===== config.mk =====
export PLATFORM = sky130hd
export DESIGN_NAME = hazard_ctrl_flat
export DESIGN_NICKNAME = d
export VERILOG_FILES = /design/src/rtl/hazard_ctrl_pkg.sv /design/src/rtl/hazard_ctrl_if.sv /design/src/rtl/hazard_ctrl_fwd_mux.sv /design/src/rtl/hazard_ctrl.sv /design/src/flat_wrapper.sv
export SDC_FILE = /design/constraint.sdc
export NUM_CORES = 1
export LEC_CHECK = 0
export CORE_MARGIN = 2
export CORE_UTILIZATION = 25
export CTS_CLUSTER_SIZE = 25
export DETAILED_ROUTE_END_ITERATION = 8
export SYNTH_ARGS = -nofsm -noshare
export SYNTH_HDL_FRONTEND = slang
export SYNTH_SLANG_ARGS = --single-unit

===== constraint.sdc =====
create_clock -name clk -period 2.53 [get_ports clk]
set_input_delay 0.506 -clock clk [delete_from_list [all_inputs] [get_ports clk]]
set_output_delay 0.506 -clock clk [all_outputs]
set_load 0.05 [all_outputs]

===== src/rtl/hazard_ctrl_pkg.sv =====
// ---------------------------------------------------------------------------
// hazard_ctrl_pkg -- shared FSM encodings, register/source indices, ctrl struct
// Rev 1.0
// ---------------------------------------------------------------------------
`default_nettype none

package hazard_ctrl_pkg;

  localparam int DEF_DATA_W   = 32;
  localparam int DEF_ADDR_W   = 5;
  localparam int DEF_FWD_SRCS = 3;
  localparam int DEF_MD_LAT   = 4;

  localparam logic [0:0] ST_RUN     = 1'b0;
  localparam logic [0:0] ST_MD_WAIT = 1'b1;

  localparam int REG_ZERO = 0;

  localparam int SRC_EX  = 0;
  localparam int SRC_MEM = 1;
  localparam int SRC_WB  = 2;

  typedef struct packed {
    logic pc_stall;
    logic if_id_stall;
    logic id_ex_stall;
    logic id_ex_bubble;
    logic ex_mem_bubble;
    logic if_id_flush;
    logic md_busy;
    logic md_done;
  } hz_ctrl_t;

endpackage

`default_nettype wire


===== src/rtl/hazard_ctrl_if.sv =====
// ---------------------------------------------------------------------------
// hazard_ctrl_if -- pipeline <-> hazard controller bus (master = pipeline)
// Rev 1.0
// ---------------------------------------------------------------------------
`default_nettype none

interface hazard_ctrl_if
  import hazard_ctrl_pkg::*;
#(
  parameter int DATA_W   = DEF_DATA_W,
  parameter int ADDR_W   = DEF_ADDR_W,
  parameter int FWD_SRCS = DEF_FWD_SRCS
);

  logic [ADDR_W-1:0]          id_raddr1;
  logic [ADDR_W-1:0]          id_raddr2;
  logic                       id_rd_en1;
  logic                       id_rd_en2;
  logic [DATA_W-1:0]          rf_rdata1;
  logic [DATA_W-1:0]          rf_rdata2;
  logic [FWD_SRCS*ADDR_W-1:0] src_waddr;
  logic [FWD_SRCS-1:0]        src_we;
  logic [FWD_SRCS*DATA_W-1:0] src_data;
  logic [FWD_SRCS-1:0]        src_is_load;
  logic                       ex_md_start;
  logic                       id_branch_taken;

  logic [DATA_W-1:0]          id_rdata1;
  logic [DATA_W-1:0]          id_rdata2;
  logic                       pc_stall;
  logic                       if_id_stall;
  logic                       id_ex_stall;
  logic                       id_ex_bubble;
  logic                       ex_mem_bubble;
  logic                       if_id_flush;
  logic                       md_busy;
  logic                       md_done;

  modport master (
    output id_raddr1, id_raddr2, id_rd_en1, id_rd_en2, rf_rdata1, rf_rdata2,
           src_waddr, src_we, src_data, src_is_load, ex_md_start, id_branch_taken,
    input  id_rdata1, id_rdata2, pc_stall, if_id_stall, id_ex_stall,
           id_ex_bubble, ex_mem_bubble, if_id_flush, md_busy, md_done
  );

  modport slave (
    input  id_raddr1, id_raddr2, id_rd_en1, id_rd_en2, rf_rdata1, rf_rdata2,
           src_waddr, src_we, src_data, src_is_load, ex_md_start, id_branch_taken,
    output id_rdata1, id_rdata2, pc_stall, if_id_stall, id_ex_stall,
           id_ex_bubble, ex_mem_bubble, if_id_flush, md_busy, md_done
  );

endinterface

`default_nettype wire


===== src/rtl/hazard_ctrl_fwd_mux.sv =====
// ---------------------------------------------------------------------------
// hazard_ctrl_fwd_mux -- priority operand forwarding for one ID source operand
// Rev 1.0
// ---------------------------------------------------------------------------
`default_nettype none

module hazard_ctrl_fwd_mux
  import hazard_ctrl_pkg::*;
#(
  parameter int DATA_W   = DEF_DATA_W,
  parameter int ADDR_W   = DEF_ADDR_W,
  parameter int FWD_SRCS = DEF_FWD_SRCS
) (
  input  wire logic [ADDR_W-1:0]          raddr_i,
  input  wire logic [DATA_W-1:0]          rf_rdata_i,
  input  wire logic [FWD_SRCS*ADDR_W-1:0] src_waddr_i,
  input  wire logic [FWD_SRCS-1:0]        src_we_i,
  input  wire logic [FWD_SRCS*DATA_W-1:0] src_data_i,
  input  wire logic                       src_is_load0_i,
  output logic      [DATA_W-1:0]          rdata_o
);

  // Walk oldest to youngest so the lowest matching index wins; a load in EX
  // has no data yet and must never be forwarded.
  always_comb begin
    rdata_o = rf_rdata_i;
    for (int i = FWD_SRCS - 1; i >= 0; i--) begin
      if (src_we_i[i] && (src_waddr_i[i*ADDR_W +: ADDR_W] == raddr_i) &&
          !((i == SRC_EX) && src_is_load0_i)) begin
        rdata_o = src_data_i[i*DATA_W +: DATA_W];
      end
    end
    if (raddr_i == ADDR_W'(REG_ZERO)) begin
      rdata_o = '0;
    end
  end

endmodule

`default_nettype wire


===== src/rtl/hazard_ctrl.sv =====
// ---------------------------------------------------------------------------
// hazard_ctrl -- forwarding, load-use, mul/div stall FSM and branch flush
// Rev 1.0 -- optional perf counters via HAZARD_PERF_CNT_EN
// ---------------------------------------------------------------------------
`default_nettype none

module hazard_ctrl
  import hazard_ctrl_pkg::*;
#(
  parameter int DATA_W   = DEF_DATA_W,
  parameter int ADDR_W   = DEF_ADDR_W,
  parameter int FWD_SRCS = DEF_FWD_SRCS,
  parameter int MD_LAT   = DEF_MD_LAT
) (
  input  wire logic         clk,
  input  wire logic         rst,
  hazard_ctrl_if.slave      bus
`ifdef HAZARD_PERF_CNT_EN
  ,
  output logic      [31:0]  perf_stall_cnt,
  output logic      [31:0]  perf_flush_cnt
`endif
);

  localparam logic [3:0] MD_RELOAD = (MD_LAT >= 2) ? 4'(MD_LAT - 2) : 4'd0;

  logic [0:0] state_q, state_d;
  logic [3:0] cnt_q, cnt_d;
  logic       md_stall;
  logic       lu_hit;
  logic       load_use;
  hz_ctrl_t   ctrl;
  hz_ctrl_t   ctrl_gated;
  logic       unused_load_flags;

  logic [ADDR_W-1:0] ex_waddr;

  assign ex_waddr          = bus.src_waddr[SRC_EX*ADDR_W +: ADDR_W];
  assign unused_load_flags = ^bus.src_is_load;

  hazard_ctrl_fwd_mux #(
    .DATA_W   (DATA_W),
    .ADDR_W   (ADDR_W),
    .FWD_SRCS (FWD_SRCS)
  ) u_fwd1 (
    .raddr_i        (bus.id_raddr1),
    .rf_rdata_i     (bus.rf_rdata1),
    .src_waddr_i    (bus.src_waddr),
    .src_we_i       (bus.src_we),
    .src_data_i     (bus.src_data),
    .src_is_load0_i (bus.src_is_load[SRC_EX]),
    .rdata_o        (bus.id_rdata1)
  );

  hazard_ctrl_fwd_mux #(
    .DATA_W   (DATA_W),
    .ADDR_W   (ADDR_W),
    .FWD_SRCS (FWD_SRCS)
  ) u_fwd2 (
    .raddr_i        (bus.id_raddr2),
    .rf_rdata_i     (bus.rf_rdata2),
    .src_waddr_i    (bus.src_waddr),
    .src_we_i       (bus.src_we),
    .src_data_i     (bus.src_data),
    .src_is_load0_i (bus.src_is_load[SRC_EX]),
    .rdata_o        (bus.id_rdata2)
  );

  // The held mul/div op keeps ex_md_start high while waiting, so it is only
  // acted on from RUN.
  always_comb begin
    state_d  = state_q;
    cnt_d    = cnt_q;
    md_stall = 1'b0;
    ctrl     = '0;
    case (state_q)
      ST_RUN: begin
        if (bus.ex_md_start) begin
          if (MD_LAT == 1) begin
            ctrl.md_done = 1'b1;
          end else begin
            md_stall = 1'b1;
            cnt_d    = MD_RELOAD;
            state_d  = ST_MD_WAIT;
          end
        end
      end
      ST_MD_WAIT: begin
        ctrl.md_busy = 1'b1;
        if (cnt_q != 4'd0) begin
          md_stall = 1'b1;
          cnt_d    = cnt_q - 4'd1;
        end else begin
          ctrl.md_done = 1'b1;
          state_d      = ST_RUN;
        end
      end
      default: begin
        state_d = ST_RUN;
        cnt_d   = 4'd0;
      end
    endcase

    lu_hit = bus.src_we[SRC_EX] && bus.src_is_load[SRC_EX] &&
             (ex_waddr != ADDR_W'(REG_ZERO)) &&
             ((bus.id_rd_en1 && (bus.id_raddr1 == ex_waddr)) ||
              (bus.id_rd_en2 && (bus.id_raddr2 == ex_waddr)));
    load_use = (state_q == ST_RUN) && !md_stall && lu_hit;

    ctrl.pc_stall      = md_stall || load_use;
    ctrl.if_id_stall   = md_stall || load_use;
    ctrl.id_ex_stall   = md_stall;
    ctrl.id_ex_bubble  = load_use;
    ctrl.ex_mem_bubble = md_stall;
    ctrl.if_id_flush   = bus.id_branch_taken && !ctrl.if_id_stall;
  end

  // Control outputs are forced quiet for as long as reset is held.
  assign ctrl_gated = rst ? ctrl : '0;

  assign bus.pc_stall      = ctrl_gated.pc_stall;
  assign bus.if_id_stall   = ctrl_gated.if_id_stall;
  assign bus.id_ex_stall   = ctrl_gated.id_ex_stall;
  assign bus.id_ex_bubble  = ctrl_gated.id_ex_bubble;
  assign bus.ex_mem_bubble = ctrl_gated.ex_mem_bubble;
  assign bus.if_id_flush   = ctrl_gated.if_id_flush;
  assign bus.md_busy       = ctrl_gated.md_busy;
  assign bus.md_done       = ctrl_gated.md_done;

  always_ff @(posedge clk or negedge rst) begin
    if (!rst) begin
      state_q <= ST_RUN;
      cnt_q   <= 4'd0;
    end else begin
      state_q <= state_d;
      cnt_q   <= cnt_d;
    end
  end

`ifdef HAZARD_PERF_CNT_EN
  logic [31:0] perf_stall_q;
  logic [31:0] perf_flush_q;

  always_ff @(posedge clk or negedge rst) begin
    if (!rst) begin
      perf_stall_q <= 32'd0;
      perf_flush_q <= 32'd0;
    end else begin
      if (ctrl_gated.pc_stall && (perf_stall_q != 32'hFFFF_FFFF)) begin
        perf_stall_q <= perf_stall_q + 32'd1;
      end
      if (ctrl_gated.if_id_flush && (perf_flush_q != 32'hFFFF_FFFF)) begin
        perf_flush_q <= perf_flush_q + 32'd1;
      end
    end
  end

  assign perf_stall_cnt = perf_stall_q;
  assign perf_flush_cnt = perf_flush_q;
`endif

endmodule

`default_nettype wire

===== src/flat_wrapper.sv =====
// flat-port wrapper written by rule: the top's interface ports become plain ports
module hazard_ctrl_flat import hazard_ctrl_pkg::*;
#(
  parameter int DATA_W   = DEF_DATA_W,
  parameter int ADDR_W   = DEF_ADDR_W,
  parameter int FWD_SRCS = DEF_FWD_SRCS,
  parameter int MD_LAT   = DEF_MD_LAT
)
  (clk, rst, bus_id_raddr1, bus_id_raddr2, bus_id_rd_en1, bus_id_rd_en2, bus_rf_rdata1, bus_rf_rdata2, bus_src_waddr, bus_src_we, bus_src_data, bus_src_is_load, bus_ex_md_start, bus_id_branch_taken, bus_id_rdata1, bus_id_rdata2, bus_pc_stall, bus_if_id_stall, bus_id_ex_stall, bus_id_ex_bubble, bus_ex_mem_bubble, bus_if_id_flush, bus_md_busy, bus_md_done);
  hazard_ctrl_if #(.DATA_W(DATA_W), .ADDR_W(ADDR_W), .FWD_SRCS(FWD_SRCS)) bus_i ();
  input  wire logic clk;
  input  wire logic rst;
  input wire logic [$bits(bus_i.id_raddr1)-1:0] bus_id_raddr1;
  input wire logic [$bits(bus_i.id_raddr2)-1:0] bus_id_raddr2;
  input wire logic [$bits(bus_i.id_rd_en1)-1:0] bus_id_rd_en1;
  input wire logic [$bits(bus_i.id_rd_en2)-1:0] bus_id_rd_en2;
  input wire logic [$bits(bus_i.rf_rdata1)-1:0] bus_rf_rdata1;
  input wire logic [$bits(bus_i.rf_rdata2)-1:0] bus_rf_rdata2;
  input wire logic [$bits(bus_i.src_waddr)-1:0] bus_src_waddr;
  input wire logic [$bits(bus_i.src_we)-1:0] bus_src_we;
  input wire logic [$bits(bus_i.src_data)-1:0] bus_src_data;
  input wire logic [$bits(bus_i.src_is_load)-1:0] bus_src_is_load;
  input wire logic [$bits(bus_i.ex_md_start)-1:0] bus_ex_md_start;
  input wire logic [$bits(bus_i.id_branch_taken)-1:0] bus_id_branch_taken;
  output wire logic [$bits(bus_i.id_rdata1)-1:0] bus_id_rdata1;
  output wire logic [$bits(bus_i.id_rdata2)-1:0] bus_id_rdata2;
  output wire logic [$bits(bus_i.pc_stall)-1:0] bus_pc_stall;
  output wire logic [$bits(bus_i.if_id_stall)-1:0] bus_if_id_stall;
  output wire logic [$bits(bus_i.id_ex_stall)-1:0] bus_id_ex_stall;
  output wire logic [$bits(bus_i.id_ex_bubble)-1:0] bus_id_ex_bubble;
  output wire logic [$bits(bus_i.ex_mem_bubble)-1:0] bus_ex_mem_bubble;
  output wire logic [$bits(bus_i.if_id_flush)-1:0] bus_if_id_flush;
  output wire logic [$bits(bus_i.md_busy)-1:0] bus_md_busy;
  output wire logic [$bits(bus_i.md_done)-1:0] bus_md_done;
  assign bus_i.id_raddr1 = bus_id_raddr1;
  assign bus_i.id_raddr2 = bus_id_raddr2;
  assign bus_i.id_rd_en1 = bus_id_rd_en1;
  assign bus_i.id_rd_en2 = bus_id_rd_en2;
  assign bus_i.rf_rdata1 = bus_rf_rdata1;
  assign bus_i.rf_rdata2 = bus_rf_rdata2;
  assign bus_i.src_waddr = bus_src_waddr;
  assign bus_i.src_we = bus_src_we;
  assign bus_i.src_data = bus_src_data;
  assign bus_i.src_is_load = bus_src_is_load;
  assign bus_i.ex_md_start = bus_ex_md_start;
  assign bus_i.id_branch_taken = bus_id_branch_taken;
  assign bus_id_rdata1 = bus_i.id_rdata1;
  assign bus_id_rdata2 = bus_i.id_rdata2;
  assign bus_pc_stall = bus_i.pc_stall;
  assign bus_if_id_stall = bus_i.if_id_stall;
  assign bus_id_ex_stall = bus_i.id_ex_stall;
  assign bus_id_ex_bubble = bus_i.id_ex_bubble;
  assign bus_ex_mem_bubble = bus_i.ex_mem_bubble;
  assign bus_if_id_flush = bus_i.if_id_flush;
  assign bus_md_busy = bus_i.md_busy;
  assign bus_md_done = bus_i.md_done;
  hazard_ctrl #(.DATA_W(DATA_W), .ADDR_W(ADDR_W), .FWD_SRCS(FWD_SRCS), .MD_LAT(MD_LAT)) u_core (.clk(clk), .rst(rst), .bus(bus_i));
endmodule

==> out/summary.txt, run 1 <==
Status = finished with violations
Failing checks = negative setup slack
Fmax = 0.343 GHz
Largest cells by area after synthesis = a221oi_2, o221ai_1, a21oi_1
Synth async-reset ratio = 100%
CTS sink count = 5
RSZ-0062 raised after global routing = yes
Combinational power share = 85.1%
Via count = 5320
Overall Global Routing Usage = 32.3%
Crit path launch type = input port
Total power per unit cell area = 269 nW/µm²
DRC = 0
Top cell type's share of synthesized area = 18.2%
Vias in the first global route = 5986
Overall power = 2830 µW
Nets = 933
Largest net degree at the start of global routing = 30
P_leak = 0.00354 µW
Clock network power share = 9.2%
Die span in y = 119 µm
Clock buffer depth = 2
Post-DP HPWL = 15.4 mm
# rows = 41
Setup violators final = 68
Pint = 1560 µW
Post-synth EDFFs = 0
Post-layout worst setup margin = -0.383 ns
Initial Util = 25.9%
# IOs = 269
CP endpoint kind = output pin
Actual slew at the worst max-slew pin = 0.428 ns
Arrival @ worst endpoint = 2.41 ns
Die ar. = 14100 µm²
Share of cells above drive strength 1 = 62.4%
Syn. warnings = 0
VDD IR max = 0.000520 V
Core Area = 12700 µm²
Main flop type after synthesis = dfrtp_1
Post-Synthesis Cell Area = 3290 µm²
Initial antenna violation count = 0
Num CTS Buffers = 3
Sum Neg Setup Slack = -15.87 ns
Syn_nets = 607
Gate Count Post-Synth = 409
Clk slew on worst S/H paths = 0.03 ns
Max_cap viols = 0
GRT overflow = 0
H-tree Lvls = 1
Final wirelength = 24.0 mm
Final Hold Viols = 0
Die X = 119 µm
Vias per std cell = 5.87
Clk_skew = 0.0000881 ns
1st-pass router iterations = 4
Critical path class = in -> out
Net Sw Power = 1270 µW
Max-slew violation count = 0
Cell variety after synth = 39
Hold_buf cts = 0
Worst Path Required = 2.02 ns
#FFs+latches synth = 5
WL/cell = 26.5 µm
Syn_area_per_cell = 8.05 µm²
Post-layout min period = 2.91 ns
Initial DRC Count = 298
Post-layout util = 82.6%
First-pass GRT wire length = 35.7 mm
Flop pwr share = 5.7%
Synth cell count leaders = a21oi_1, o221ai_1, nor2_1, a221oi_2, or2b_2
Clk Latency, worst-skew pair = 0.23 ns
Finished Cell Area = 10500 µm²
CTS tree = done
Critical path peak fanout = 7
Filler instances = 732
RePlAce Congestion = 0.878
Root Buffer = clkbuf_16
Placed inst area = 8550 µm²
Switch share = 44.8%
Area Growth Syn to Fin = 219%
Max-slew headroom = 71.3%
IO buf count = 266
Part of the cycle the worst path needs = 115%
Diodes inserted = 0
HP Class = reg -> reg
Antenna Nets Post-Route = 0
Sequential-to-total area share from yosys stat = 3.80%
Cell taking the most area after synthesis = a221oi_2
## timing repair
item                                   CTS  global route
setup endpoints to repair               68            70
pin swaps                              108            79
endpoints found under the hold margin    0             0
setup buffers                           26             3
cloned                                  18             2
gates resized for setup                276            44
## worst max-delay path: stages
cell	delay, ns
buf_8	0.10
xor2_2	0.16
a2111o_1	0.42
nor3_4	0.19
buf_12	0.15
buf_12	0.13
buf_12	0.15
a21oi_4	0.05
a221oi_4	0.37
buf_12	0.18
## power by group through the flow
| stage | clock (µW) | combinational (µW) | sequential [µW] |
|---|---|---|---|
| 2_1_floorplan | 0 | 1130 | 141 |
| 3_3_place_gp | 0 | 2130 | 153 |
| 3_5_place_dp | 0 | 2150 | 157 |
| 4_1_cts | 262 | 2320 | 156 |
| 5_1_grt | 269 | 2500 | 167 |
| 6_report | 260 | 2410 | 161 |
## per-layer routing
layer	vias to the layer above	share of wire, %	GRT usage (%)
met4	0	3.4	11.1
met1	2641	38	39.0
li1	2347	-	-
met5	-	0	0
met3	65	6.2	5.50
met2	267	52	57.4
## flip-flops by register name (all words and copies together), names as in the netlist
signal	cells
u_core.cnt_q	4
u_core.state_q	1
## cell families after synthesis
family          share of synthesized area (%)
mux                                     0.304
compound gates                           53.9
simple gates                             19.7
xor+xnor                                 7.71
buf+inv                                  14.2
fa+ha+maj                               0.380
flops                                    3.80
## layout make-up
| type | count | area, µm² | area share, % |
|---|---|---|---|
| Timing Repair Buffer | 377 | 5040 | 48.0 |
| Multi-Input combinational cell | 342 | 5020 | 47.8 |
| Inverter | 6 | 22.5 | 0.214 |
| Sequential cell | 5 | 125 | 1.19 |
| Clock buffer | 4 | 78.8 | 0.750 |
| Tap cell | 172 | 215 | 2.05 |
## metrics by stage
step	std cells	setup slack (ns)	hold WS (ns)
finish	906	-0.383	0.587
CTS	904	-0.352	0.584
detailed placement	856	-0.819	0.580
global placement	856	-0.758	0.564
floorplan	409	-0.221	0.210
global route	906	-0.433	0.626
## worst paths after layout
kind | start | end | slack (ns) | cells after the start
min reg2reg | u_core.cnt_q[1] | u_core.cnt_q[1] | 0.59 | 2
min in group asynchronous | rst | u_core.cnt_q[1] | 0.63 | 2
min | u_core.cnt_q[1] | u_core.cnt_q[1] | 0.59 | 2
max | bus_id_raddr1[2] | bus_id_rdata1[8] | -0.38 | 10
max reg2reg | u_core.cnt_q[0] | u_core.cnt_q[3] | 0.98 | 7
max in group asynchronous | rst | u_core.state_q | 1.78 | 2
## cells in the final DEF (no fill, tap or decap), types with 16 or more instances in the layout
| master | instances |
|---|---|
| a21oi_4 | 57 |
| a221oi_4 | 62 |
| buf_12 | 105 |
| buf_4 | 42 |
| buf_6 | 28 |
| clkdlybuf4s50_1 | 166 |
| nor2_1 | 37 |
| o221ai_2 | 37 |
| o221ai_4 | 19 |
| or2b_2 | 30 |
| xor2_1 | 16 |
No activity file was read; power rests on OpenSTA's default activity.
==> run 2, diff against run 1 <==
Settings changed: TNS_END_PERCENT set to 30.
==> run 2 against run 1 <==
The flow still finishes with violations (negative setup slack). Global-route usage down 2.9 points. Sequential share of layout area grew 0.16 points. Flip-flop and latch count did not move. Core utilization decreased by 9.9 points.
==> out/summary.txt, run 2 (synthesized netlist as in run 1, its figures left out) <==
Area Growth Syn to Fin = 181%
Total power per unit cell area = 288 nW/µm² (+6.9%)
Critical path peak fanout = 8 (+1)
Beginning of the worst register-to-register path = u_core.cnt_q[0]
Filler instances = 910 (+24%)
Root Buffer = clkbuf_16
CP endpoint kind = output pin
DRC = 0 (unchanged)
VDD IR max = 0.000556 V (+6.8%)
Die span in y = 119 µm (unchanged)
Vias per std cell = 5.71 (-2.7%)
Max_cap viols = 0 (unchanged)
P_leak = 0.00313 µW (-12%)
Crit path launch type = input port
Overall power = 2660 µW (-5.9%)
Final wirelength = 21.2 mm (-12%)
Share of cells above drive strength 1 = 54.2% (-8.2 points)
CTS tree = done
RePlAce Congestion = 0.880 (+0.20%)
Initial antenna violation count = 0 (unchanged)
CTS sink count = 5 (unchanged)
Clk slew on worst S/H paths = 0.03 ns (about the same)
RSZ-0062 raised after global routing = yes
1st-pass router iterations = 4 (unchanged)
Clk_skew = 0.00110 ns (+0.00101 ns)
Post-layout min period = 2.89 ns (-0.0207 ns)
Vias in the first global route = 5699 (-4.8%)
Hold depth = 2 (unchanged)
Setup violators final = 68 (unchanged)
Core Area = 12700 µm² (unchanged)
WL/cell = 24.2 µm (-8.6%)
Commonest non-fill, non-tap cell in the layout = clkdlybuf4s50_1
Post-layout worst setup margin = -0.362 ns (+0.0207 ns)
Hold_buf cts = 0 (unchanged)
Overall Global Routing Usage = 29.4% (-2.9 points)
Max-slew violation count = 0 (unchanged)
Initial Util = 25.9% (unchanged)
Largest registers = u_core.cnt_q (4), u_core.state_q (1)
Via count = 5012 (-5.8%)
Largest net degree at the start of global routing = 24 (-20%)
Failing checks = negative setup slack
Part of the cycle the worst path needs = 114% (-0.82 points)
Post-DP HPWL = 14.8 mm (-3.8%)
Actual slew at the worst max-slew pin = 0.449 ns (+0.0204 ns)
Max reg flops = 4 (unchanged)
Fmax = 0.346 GHz (+0.72%)
Arrival @ worst endpoint = 2.39 ns (-0.02 ns)
Status = finished with violations
H-tree Lvls = 1 (unchanged)
Placed inst area = 8120 µm² (-5.0%)
RR Endpoint = u_core.cnt_q[1]
Die X = 119 µm (unchanged)
Worst reg-to-reg setup slack = 0.86 ns (-0.12 ns)
Clk Latency, worst-skew pair = 0.23 ns (about the same)
# rows = 41 (unchanged)
Num CTS Buffers = 3 (unchanged)
Die ar. = 14100 µm² (unchanged)
Min Hold Slack = 0.585 ns (-0.00218 ns)
Finished Cell Area = 9250 µm² (-12%)
Clock buffer depth = 2 (unchanged)
Critical path class = in -> out
Largest register by flop count = u_core.cnt_q
HP Class = reg -> reg
Final Hold Viols = 0 (unchanged)
Post-layout util = 72.7% (-9.9 points)
Hold Path Origin = u_core.cnt_q[1]
Antenna Nets Post-Route = 0 (unchanged)
Initial DRC Count = 199 (-33%)
First-pass GRT wire length = 32.9 mm (-7.8%)
Max-slew headroom = 70.0% (-1.4 points)
Diodes inserted = 0 (unchanged)
Nets = 904 (-3.1%)
IO buf count = 266 (unchanged)
# IOs = 269 (unchanged)
Most frequent cells in the layout = clkdlybuf4s50_1, buf_12, a221oi_4, o221ai_1, buf_4
Worst Path Required = 2.02 ns (about the same)
GRT overflow = 0 (unchanged)
R2R cell count = 7 (unchanged)
Hold endpoint = u_core.cnt_q[1]
run 2: critical path, stage by stage:
cell and delay [ns]:
buf_8 0.10, buf_6 0.11, xor2_2 0.14, nor4_2 0.36, and3_4 0.36, buf_12 0.19
a21oi_2 0.09, a221oi_4 0.33, buf_12 0.18
run 2: cell type report:
type,count,area [µm²],share of cell area [%]
sequential,5,125,1.35
multi-input combinational,342,4340,46.9
tap,172,215,2.33
inverter,6,22.5,0.244
clock buffer,4,78.8,0.853
timing repair buffer,348,4470,48.3
run 2: where the power goes:
part | leakage [µW] | total (µW) | internal (µW) | switching [µW]
registers | 0.0000585 | 159 | 118 | 41.0
clock network | 0.0000382 | 258 | 209 | 49.4
logic | 0.00303 | 2250 | 1160 | 1090
total | 0.00313 | 2660 | 1480 | 1180
run 2: timing repair:
| item | in CTS | in global routing |
|---|---|---|
| gates cloned | 10 | 0 |
| pin swaps | 77 | 37 |
| resized for setup | 218 | 26 |
| endpoints found under the setup margin | 68 | 68 |
| buffers inserted | 13 | 2 |
run 2: how the worst max path moves through the flow:
| stage | from | to | depth (start not counted) |
|---|---|---|---|
| final | bus_id_raddr1[0] | bus_id_rdata1[14] | 9 |
| after floorplan | bus_src_waddr[2] | bus_id_rdata1[0] | 5 |
| after CTS | bus_id_raddr1[0] | bus_id_rdata1[21] | 9 |
| after global routing | bus_id_raddr1[0] | bus_id_rdata1[14] | 9 |
| after global placement | bus_id_raddr2[3] | bus_id_rdata2[1] | 9 |
| after detailed placement | bus_id_raddr2[3] | bus_id_rdata2[30] | 9 |
run 2: per-stage QoR:
stage | cells | TNS [ns] | worst slack (ns)
2_1_floorplan | 409 | -7.39 | -0.221
3_3_place_gp | 850 | -49.03 | -0.815
3_5_place_dp | 850 | -51.61 | -0.836
4_1_cts | 877 | -19.27 | -0.328
5_1_grt | 877 | -24.15 | -0.411
6_report | 877 | -20.31 | -0.362
run 2: layer usage:
layer  track usage, %  part of all wire, %  vias up
li1                 -                    -     2271
met1             35.8                   40     2477
met2             53.0                   51      230
met3             4.78                  6.6       34
met4             7.96                  2.4        0
met5                0                    0        -
==> run 3, diff against run 2 <==
Settings changed: CTS_BUF_LIST set to sky130_fd_sc_hd__clkbuf_2 sky130_fd_sc_hd__clkbuf_4 sky130_fd_sc_hd__clkbuf_8, DONT_BUFFER_PORTS set to 1, SLEW_MARGIN set to 0.
==> run 3 against run 2 <==
The flow still finishes with violations (negative setup slack). Design area fell by 34%. Clock-buffer cell count did not move. Setup slack improved by 0.17 ns. First-iteration DRC count rose by 2.5%. Wire length fell by 21%. Sequential power barely moved. Critical path depth fell by 1. Combinational power fell by 25%. Clock skew rose by 0.0030 ns. Core utilization fell by 25 points. Critical endpoint is now bus_id_rdata2[5]. Largest cell class is now multi-input gates. Highest routed layer unchanged.
==> out/summary.txt, run 3 (synthesized netlist as in run 1, its figures left out) <==
Die span in y = 119 µm (unchanged)
Largest register by flop count = u_core.cnt_q
Vias in the first global route = 4675 (-18%)
Initial DRC Count = 204 (+2.5%)
Beginning of the worst register-to-register path = u_core.cnt_q[0]
Final std cells w/o fill = 645 (-26%)
Actual slew at the worst max-slew pin = 0.549 ns (+0.0998 ns)
Fmax = 0.368 GHz (+6.4%)
Part of the cycle the worst path needs = 107% (-6.9 points)
1st-pass router iterations = 5 (+1)
Worst path cell trace = xor2_1 > nor4_2 > buf_4 > and3_4 > clkbuf_16 > a21oi_1 > a221oi_4 > buf_12
Max_cap viols = 0 (unchanged)
Overall Global Routing Usage = 22.6% (-6.8 points)
HP Class = in -> reg
Clock buffer depth = 2 (unchanged)
Die X = 119 µm (unchanged)
Max-slew violation count = 0 (unchanged)
P_leak = 0.00189 µW (-39%)
Min Hold Slack = 0.393 ns (-0.193 ns)
Clk_skew = 0.00409 ns (+0.00298 ns)
Worst path max stage delay = 0.34 ns (-0.02 ns)
Root Buffer = clkbuf_8
Clk Latency, worst-skew pair = 0.22 ns (about the same)
Finished Cell Area = 6110 µm² (-34%)
# rows = 41 (unchanged)
Filler instances = 1163 (+28%)
WL/cell = 25.9 µm (+6.9%)
Worst reg-to-reg setup slack = 0.82 ns (-0.04 ns)
Post-layout min period = 2.72 ns (-0.174 ns)
CTS sink count = 5 (unchanged)
Placed insts = 636 (-25%)
Worst Path Required = 2.02 ns (about the same)
GRT overflow = 0 (unchanged)
Vias per std cell = 6.48 (+13%)
Largest net degree at the start of global routing = 35 (+46%)
# IOs = 269 (unchanged)
Post-layout util = 48.0% (-25 points)
Largest registers = u_core.cnt_q (4), u_core.state_q (1)
Failing checks = negative setup slack
CP max stage cell = nor4_2
Diodes inserted = 0 (unchanged)
Critical path peak fanout = 8 (unchanged)
Nets = 672 (-26%)
Die ar. = 14100 µm² (unchanged)
Arrival @ worst endpoint = 2.21 ns (-0.18 ns)
Commonest non-fill, non-tap cell in the layout = buf_12
Antenna Nets Post-Route = 0 (unchanged)
Crit path from = bus_id_raddr2[1]
CP endpoint kind = output pin
Final Hold Viols = 0 (unchanged)
First-pass GRT wire length = 25.8 mm (-22%)
DRC = 0 (unchanged)
Overall power = 2000 µW (-25%)
Post-layout worst setup margin = -0.189 ns (+0.174 ns)
Share of cells above drive strength 1 = 54.3% (+0.15 points)
RePlAce Congestion = 0.817 (-7.2%)
Hold Path Origin = bus_ex_md_start
VDD IR max = 0.000266 V (-52%)
Max reg flops = 4 (unchanged)
Clk slew on worst S/H paths = 0.04 ns (about the same)
Setup violators final = 64 (-5.9%)
Num CTS Buffers = 3 (unchanged)
CTS tree = done
Total power per unit cell area = 326 nW/µm² (+13%)
Most frequent cells in the layout = buf_12, o221ai_1, a221oi_4, a21oi_1, nor2_1
Status = finished with violations
Initial Util = 25.9% (unchanged)
Initial antenna violation count = 0 (unchanged)
Final wirelength = 16.7 mm (-21%)
Via count = 4178 (-17%)
IO buf count = 0 (-100%)
RSZ-0062 raised after global routing = yes
Core Area = 12700 µm² (unchanged)
Placed inst area = 5850 µm² (-28%)
Area Growth Syn to Fin = 85.6%
Crit path launch type = input port
Max-slew headroom = 63.4% (-6.5 points)
Critical path class = in -> out
H-tree Lvls = 1 (unchanged)
Post-DP HPWL = 12.8 mm (-14%)
-- run 3: timing repair --
item	4_1_cts	5_1_grt
cloned	2	1
resized for setup	34	3
setup endpoints to repair	64	69
pin swaps	29	26
hold endpoints to repair	5	0
buffers inserted	1	0
hold buffers	1	0
-- run 3: cell type report --
cell class | instances | area [µm²] | area share, %
timing repair buffer | 116 | 1910 | 31.2
tap | 172 | 215 | 3.52
inverter | 6 | 22.5 | 0.369
sequential | 5 | 125 | 2.05
multi-input combinational | 342 | 3790 | 62.0
clock buffer | 4 | 48.8 | 0.799
-- run 3: report_power, final --
| group | internal [µW] | total [µW] | switching [µW] |
|---|---|---|---|
| Sequential | 117 | 161 | 43.1 |
| Clock | 119 | 159 | 39.7 |
| Combinational | 763 | 1680 | 913 |
| Total | 1000 | 2000 | 995 |
-- run 3: worst paths after layout --
check | end | cells past startpoint
min in group asynchronous | u_core.cnt_q[3] | 1
worst max-delay path | bus_id_rdata2[5] | 8
worst min-delay path | u_core.cnt_q[2] | 1
max in group asynchronous | u_core.cnt_q[1] | 1
worst min register to register | u_core.cnt_q[0] | 3
worst max register to register | u_core.cnt_q[3] | 7
-- run 3: routing by layer --
layer / global-route usage, % / up-vias / share of wire, %
met5: 0 / - / 0
met4: 4.17 / 0 / 1.4
met3: 4.92 / 28 / 8.6
met2: 43.9 / 277 / 54
met1: 25.0 / 2061 / 36
li1: - / 1812 / -
-- run 3: worst max-delay path, delay by kind of cell --
family / cells / cell delay, ns
AO/OA/AOI/OAI: 2 / 0.37
XOR/XNOR: 1 / 0.14
buffers and inverters: 3 / 0.55
AND/OR/NAND/NOR: 2 / 0.62
-- run 3: stage by stage --
step / worst slack, ns / setup TNS, ns
floorplan: -0.221 / -7.39
global placement: -0.282 / -11.96
detailed placement: -0.314 / -12.93
CTS: -0.200 / -5.97
global route: -0.258 / -10.92
finish: -0.189 / -6.25
==> variant: new RTL, config.mk and constraints of run 1 <==
The package constant `DEF_DATA_W` goes from 32 to 24.
--- a/src/rtl/hazard_ctrl_pkg.sv
+++ b/src/rtl/hazard_ctrl_pkg.sv
@@ -6,7 +6,7 @@
 
 package hazard_ctrl_pkg;
 
-  localparam int DEF_DATA_W   = 32;
+  localparam int DEF_DATA_W   = 24;
   localparam int DEF_ADDR_W   = 5;
   localparam int DEF_FWD_SRCS = 3;
   localparam int DEF_MD_LAT   = 4;
Interface: changed (5 resized); port bits go from 269 to 213. No check against the original RTL was run, so the function may have changed too.
==> variant against run 1 <==
  * Cell area down 21%
  * Critical path depth down 1
  * Total power down 20%
  * Area after synthesis down 22%
  * Sequential cell count unchanged
  * Wire length down 24%
  * The run still ends with negative setup slack left
  * Highest routed layer unchanged
  * Clock skew up 0.0048 ns
  * Setup slack better by 0.18 ns
==> variant: results (changes against run 1) <==
| Metric | Value |
|---|---|
| Slowest Stage Delay on Critical Path | `0.33 ns (was 0.42 ns)` |
| Met3 WL | `1.319 mm (was 1.484 mm)` |
| Slowest-stage cell, CP | `nor4_2 (was a2111o_1)` |
| Global Route Usage Sum | `0.3153 (was 0.3231)` |
| First-pass detailed-route iteration total | `5 (was 4)` |
| Fraction of area in multi-input gates | `0.4761 (was 0.4781)` |
| Dominant cells by area after synthesis | `a221oi_2 23%, o221ai_1 16%, a21oi_1 9.5% (was a221oi_2 18%, o221ai_1 17%, a21oi_1 9.9%)` |
| Finish-stage setup viols | `48 (was 68)` |
| VDD IR-drop max | `743.3 µV (was 520.4 µV)` |
| Met1 Use GR | `0.3683 (was 0.3896)` |
| Setup WS post-layout | `-0.1998 ns (was -0.3830 ns)` |
| Met2 GRT Util | `0.5631 (was 0.5744)` |
| Outcome | `complete, but fails checks (unchanged)` |
| # placed instances | `689 (was 856)` |
| Seq/Total Area, Yosys | `0.04861 (was 0.03799)` |
| Layout cell share with drive strength beyond 1 | `0.6034 (was 0.6240)` |
| Final HPWL DP | `11.75 mm (was 15.41 mm)` |
| FF+latch count | `5 (unchanged)` |
| Yosys cell types | `37 (was 39)` |
| WP data arrival | `2.22 ns (was 2.41 ns)` |
| Vias in the first global route | `4721 (was 5986)` |
| Placer Congestion | `0.8808 (was 0.8782)` |
| Failing checks | `negative setup slack (unchanged)` |
| Met2 WL | `9.369 mm (was 12.49 mm)` |
| Initial antenna violation count | `2 (was 0)` |
| CP endpoint | `bus_id_rdata1[0] (was bus_id_rdata1[8])` |
| DR vias/cell | `5.700 (was 5.872)` |
| Worst Skew | `0.004913 ns (was 0.00008812 ns)` |
[variant: cell count changes after synthesis, moves of 3 or more]
cell      before  now
nor2_1        41   32
buf_2         10   14
xnor2_1        8   12
clkbuf_8      15    0
buf_1          0    4
a221oi_1      24    8
clkbuf_1      16   10
or2b_2        30    0
a21oi_1       65   49
o221ai_1      65   48
nor3_2         0    3
nand2b_1       5   27
[variant: power groups by stage]
stage / Clock, mW / Combinational (mW) / Sequential, mW
4_1_cts: 0.147 / 1.90 / 0.157
2_1_floorplan: 0 / 0.897 / 0.141
5_1_grt: 0.158 / 2.05 / 0.169
6_report: 0.148 / 1.97 / 0.162
3_3_place_gp: 0 / 1.72 / 0.153
3_5_place_dp: 0 / 1.74 / 0.157
[variant: per-stage QoR]
stage	util	hold slack [ns]	TNS (ns)	setup WS, ns	cell area, µm²
floorplan	-	0.2104	-1.559	-0.1566	3410
global placement	0.6514	0.5536	-31.31	-0.6808	6604
detailed placement	0.6514	0.5727	-31.49	-0.6840	6604
CTS	0.7916	0.5774	-7.957	-0.2370	8025
global route	0.8227	0.6229	-10.42	-0.2718	8341
finish	0.8227	0.5756	-7.358	-0.1998	8341
[variant: worst min-delay path, stage by stage, from the launching register on]
cell and delay, ns:
dfrtp_1 0.39, nor2_1 0.10, a31oi_1 0.04
[variant: cell families (layout without fill, tap and decap cells)]
kind of cell               after synthesis  count (layout)  share of synthesized area
buffers and inverters                   44             311                     0.1026
AOI/OAI and AO/OA                      153             153                     0.5396
muxes                                    1               1                   0.003889
and+or+nand+nor                         93              93                     0.1949
other                                    0               2                          0
adders and majority gates                1               1                   0.004861
xor gates and xnor gates                31              31                     0.1055
DFF                                      5               5                    0.04861
